<file path="src/rtl/load_store_unit.sv">
// Load/store unit between a core and a word-wide synchronous memory.
// Handles byte/halfword/word accesses, big-endian lanes, sub-word stores by read-modify-write.
module load_store_unit #(
  parameter int unsigned WA_W = 7
) (
  input  logic            clk,
  input  logic            reset,
  input  logic            Req,
  input  logic            Wr,
  input  logic [1:0]      Size,
  input  logic            Unsigned,
  input  logic [WA_W+1:0] Addr,
  input  logic [31:0]     WData,
  output logic            Busy,
  output logic            Done,
  output logic            Err,
  output logic [31:0]     RData,
  output logic [WA_W-1:0] MemAddr,
  output logic [31:0]     MemWData,
  output logic            MemRead,
  output logic            MemWrite,
  input  logic [31:0]     MemRData
);

  typedef enum logic [1:0] {IDLE, READ, WRITE, DONE} state_t;

  state_t          state, stateNext;
  logic            wrQ, unsQ, errQ;
  logic [1:0]      sizeQ;
  logic [WA_W+1:0] addrQ;
  logic [31:0]     wordQ;
  logic [31:0]     rDataQ;
  logic            misalignedC;

  // Extract the addressed lane and extend it to 32 bits
  function automatic logic [31:0] loadExtend(input logic [31:0] word, input logic [1:0] size,
                                             input logic [1:0] off, input logic uns);
    logic [7:0]  b;
    logic [15:0] h;
    logic [31:0] res;
    case (off)
      2'd0:    b = word[31:24];
      2'd1:    b = word[23:16];
      2'd2:    b = word[15:8];
      default: b = word[7:0];
    endcase
    h = off[1] ? word[15:0] : word[31:16];
    case (size)
      2'b00:   res = uns ? {24'd0, b} : {{24{b[7]}}, b};
      2'b01:   res = uns ? {16'd0, h} : {{16{h[15]}}, h};
      default: res = word;
    endcase
    return res;
  endfunction

  // Overlay the store data onto the addressed lane of the captured word
  function automatic logic [31:0] storeMerge(input logic [31:0] word, input logic [31:0] wd,
                                             input logic [1:0] size, input logic [1:0] off);
    logic [31:0] res;
    res = word;
    case (size)
      2'b00: begin
        case (off)
          2'd0:    res[31:24] = wd[7:0];
          2'd1:    res[23:16] = wd[7:0];
          2'd2:    res[15:8]  = wd[7:0];
          default: res[7:0]   = wd[7:0];
        endcase
      end
      2'b01: begin
        if (off[1]) res[15:0]  = wd[15:0];
        else        res[31:16] = wd[15:0];
      end
      default: res = wd;
    endcase
    return res;
  endfunction

  always_comb begin
    misalignedC = 1'b0;
    case (Size)
      2'b01:   misalignedC = Addr[0];
      2'b10:   misalignedC = (Addr[1:0] != 2'b00);
      2'b11:   misalignedC = 1'b1;
      default: misalignedC = 1'b0;
    endcase
  end

  always_comb begin
    stateNext = state;
    case (state)
      IDLE: begin
        if (Req) begin
          if (misalignedC)                stateNext = DONE;
          else if (Wr && (Size == 2'b10)) stateNext = WRITE;
          else                            stateNext = READ;
        end
      end
      READ:    stateNext = wrQ ? WRITE : DONE;
      WRITE:   stateNext = DONE;
      default: stateNext = IDLE;
    endcase
  end

  // wordQ holds the store data from acceptance, then the merged word after READ
  always_ff @(posedge clk) begin
    if (reset) begin
      state  <= IDLE;
      wrQ    <= 1'b0;
      unsQ   <= 1'b0;
      errQ   <= 1'b0;
      sizeQ  <= 2'b00;
      addrQ  <= '0;
      wordQ  <= '0;
      rDataQ <= '0;
    end else begin
      state <= stateNext;
      if (state == IDLE && Req) begin
        wrQ   <= Wr;
        sizeQ <= Size;
        unsQ  <= Unsigned;
        addrQ <= Addr;
        wordQ <= WData;
        errQ  <= misalignedC;
      end
      if (state == READ) begin
        if (wrQ) wordQ  <= storeMerge(MemRData, wordQ, sizeQ, addrQ[1:0]);
        else     rDataQ <= loadExtend(MemRData, sizeQ, addrQ[1:0], unsQ);
      end
    end
  end

  assign Busy     = (state != IDLE);
  assign Done     = (state == DONE);
  assign Err      = (state == DONE) && errQ;
  assign RData    = rDataQ;
  assign MemAddr  = addrQ[WA_W+1:2];
  assign MemRead  = (state == READ);
  assign MemWrite = (state == WRITE) && !reset;
  assign MemWData = (state == WRITE) ? wordQ : 32'd0;

endmodule

</file>
<file path="config.mk">
export PLATFORM = sky130hd
export DESIGN_NAME = load_store_unit
export DESIGN_NICKNAME = d
export VERILOG_FILES = /design/src/rtl/load_store_unit.sv
export SDC_FILE = /design/constraint.sdc
export NUM_CORES = 1
export LEC_CHECK = 0
export ABC_AREA = 1
export BUFFER_PORTS_ARGS = -buffer_cell sky130_fd_sc_hd__buf_2
export CAP_MARGIN = 15
export CORE_AREA = 2 2 102 104
export CTS_BUF_LIST = sky130_fd_sc_hd__clkbuf_16
export DETAILED_ROUTE_END_ITERATION = 12
export DIE_AREA = 0 0 104 106
export MAX_ROUTING_LAYER = met4
export PLACE_DENSITY_LB_ADDON = 0.05
export SYNTH_ARGS = -nofsm -noshare
export SYNTH_HDL_FRONTEND = slang
export SYNTH_SLANG_ARGS = --single-unit
</file>
<file path="constraint.sdc">
create_clock -name clk -period 2.1 [get_ports clk]
set_clock_uncertainty 0.05 [all_clocks]
set_input_delay 0 -clock clk [delete_from_list [all_inputs] [get_ports clk]]
set_output_delay 0 -clock clk [all_outputs]
set_load 0.01 [all_outputs]
</file>
==> results by group <==
GRT
  – Vias in the first global route: 5945
  – First-pass GRT wire length: 29.52 mm
  – Largest net degree at the start of global routing: 43
  – Grt total ovfl: 0
  – Antenna violations before repair: 0
  – Overall routing resource usage: 34.38%

Drt
  – DR vias: about 6000
  – DR iter-0 viols: 520
  – Post-DRT Antenna Nets: 0
  – Avg Vias per Cell: 5.318
  – # DRC: 0
  – Avg WL per Cell: 15.78 um
  – Detailed Route WL: 18.34 mm
  – Initial DRT Pass Iterations: 8

Yosys
  – Synth warn: 0
  – Top-area cell type share of the netlist area: 31.64%
  – Area contributors post-synth: dfxtp_1 32%, nand2_1 18%, inv_1 7.9%, a21oi_1 7.1%, nand3_1 6.9%
  – Synth cell types: 30
  – Avg Inst Size Synth: 5.982 sq um
  – Simple-Gate Fraction of Synth Area: around a third
  – Mux cell area share after synthesis: 0%
  – Largest area contributor in the netlist: dfxtp_1
  – Sequential fraction of the synthesis area: a little under a third
  – Flops & latches, synth: 80
  – Cell count after synthesis: 846
  – Post-Syn Area: 5061 sq um
  – Synth Area in XOR/XNOR: 0%
  – Largest family of logic cells by synthesized area: simple AND/OR/NAND/NOR gates
  – Post-synthesis adder-cell area fraction: 0.9889%
  – Compound-cell area share of the yosys netlist: 18.07%
  – Syn_nets: 930

Timing
  – Slew Viols, Final: 0
  – Fin Setup TNS: 0 ns
  – Period minus WS final: 1.900 ns
  – RSZ-0062 raised after global routing: false
  – Worst Hold Slack: -0.001120 ns
  – Final hold vios: 1
  – Final period util: 90.49%
  – # setup viols final: 0
  – Max Fclk: 526.3 MHz
  – Slew @ Worst Pin: 0.6295 ns
  – Rel. slew slack: 57.88%

Place
  – Post-detail-place hpwl: 13.02 mm
  – Placed cell count: about 1100
  – DP Area: 5914 sq um
  – I/O Buffers: 155
  – Placer Congestion: 1.003

Layout
  – Commonest non-fill, non-tap cell in the layout: nand2_1
  – Fin cells: 1162
  – Share of layout cells above drive strength 1: 21.05%
  – Fill cell count: 983
  – Commonest non-fill, non-tap cells in the layout: 246 x nand2_1, 155 x buf_2, 107 x inv_1, 92 x nor2_1, 80 x dfxtp_1
  – # diodes: 0
  – Synthesis-to-finish area growth: 30.28%
  – Nets: 1106
  – Final Instance Area: roughly 6600 sq um

Clock network
  – CTS Buf Count: 9
  – CTS tree: yes
  – Post-CTS setup buffer count: 0
  – Worst-Skew Late Latency: around 0.34 ns
  – CTS sink count: 80
  – Clk root buf: clkbuf_16
  – H-tree depth: 3
  – Clock Tree Buf Depth: 2
  – CTS clk-pin slew, worst paths: 0.06 ns

Power
  – Cell leakage power: 3.632 nW
  – PwrDens: 1195 nW/um^2
  – Design Power: 7.881 mW
  – Worst VDD drop: 0.5896 mV

Worst setup path
  – Critical path required time: 2.26 ns
  – Critical path class: flip-flop to flip-flop
  – CP Max Fanout: 17
  – Worst Setup End Kind: flip-flop
  – WP data arrival: 2.06 ns
  – Setup crit start kind: flip-flop

Floorplan
  – Row count: 37
  – Die Y-Extent: 106 um
  – Core ar.: 10000 sq um
  – Die ar.: between 10000 and 15000 sq um
  – I/O pins: 156
  – Initial core utilization: between 50% and 60%
  – Die span in x: 104 um

Status
  – Outcome: complete, but fails checks
  – Failing checks: negative hold slack

Run
  – Max Cap Viol: 0

Min path
  – Hold Path Class: input port to flip-flop
-- final timing paths --
| kind | slack [ns] | depth (start not counted) | from | endpoint |
|---|---|---|---|---|
| setup / recovery | 0.20 | 10 | state[1] | wordQ[21] |
| hold / removal | -0.001 | 7 | WData[3] | wordQ[3] |
| hold reg to reg | 0.42 | 2 | RData[2] | RData[2] |
| setup reg to reg | 0.20 | 10 | state[1] | wordQ[21] |
-- critical path, cell delays in order, from the launching register on --
cell and delay, ns:
dfxtp_1 0.38, inv_1 0.09, ha_1 0.23, nand2_2 0.19, inv_2 0.07, nand2_2 0.27
inv_1 0.20, nand2_1 0.10, nand3_1 0.07, inv_1 0.05, a21oi_1 0.05
-- final cells by class --
class	instances	area (sq um)	area share, %
clock buffers	9	225.2	3.416
inverters	114	427.9	6.490
well taps	136	170.2	2.581
flip-flops and latches	80	1602	24.29
clock inverters	6	61.31	0.9298
multi-input cells	601	2751	41.73
repair buffers	216	1356	20.57
-- logic make-up (layout without fill, tap and decap cells) --
| family | Yosys count | after routing |
|---|---|---|
| adders and majority gates | 4 | 4 |
| buffers and inverters | 165 | 345 |
| and+or+nand+nor | 426 | 426 |
| AOI/OAI and AO/OA | 171 | 171 |
| DFF | 80 | 80 |
-- state kept, by name, indices dropped and copies added (netlist names) --
register / count
state: 2
addrQ: 9
sizeQ: 2
errQ: 1
RData: 32
wordQ: 32
wrQ: 1
unsQ: 1
-- routing by layer --
layer,track usage (%),wire (um),up-vias,share of wire (%)
li1,-,-,3022,-
met1,42.25,7679,2856,42
met2,59.30,9117,274,50
met3,4.844,1293,27,7.1
met4,9.749,246,0,1.3
met5,-,0,-,0
-- stage by stage --
step	setup slack [ns]	util, %
2_1_floorplan	0.5079	-
3_3_place_gp	0.2131	59.15
3_5_place_dp	0.09161	59.15
4_1_cts	0.06302	65.92
5_1_grt	0.007797	65.94
6_report	0.1998	65.94
-- report_power, final --
group | switching, mW | internal (mW)
registers | 0.354 | 2.00
logic | 2.56 | 1.43
clock network | 0.630 | 0.907
-- cells in the mapped netlist, drive strengths merged --
master	count
a31oi	4
nor3	1
o211ai	13
dfxtp	80
o22ai	5
clkinv	1
a21oi	74
o21ai	72
nand2	252
a21boi	3
nand3	74
buf	30
ha	4
inv	113
clkbuf	21
nor2	99
-- repair_timing --
action	CTS	global route
hold buffers	39	0
resized for setup	0	1
endpoints found under the hold margin	41	0
endpoints found under the setup margin	0	13
No activity file was read; power rests on OpenSTA's default activity.
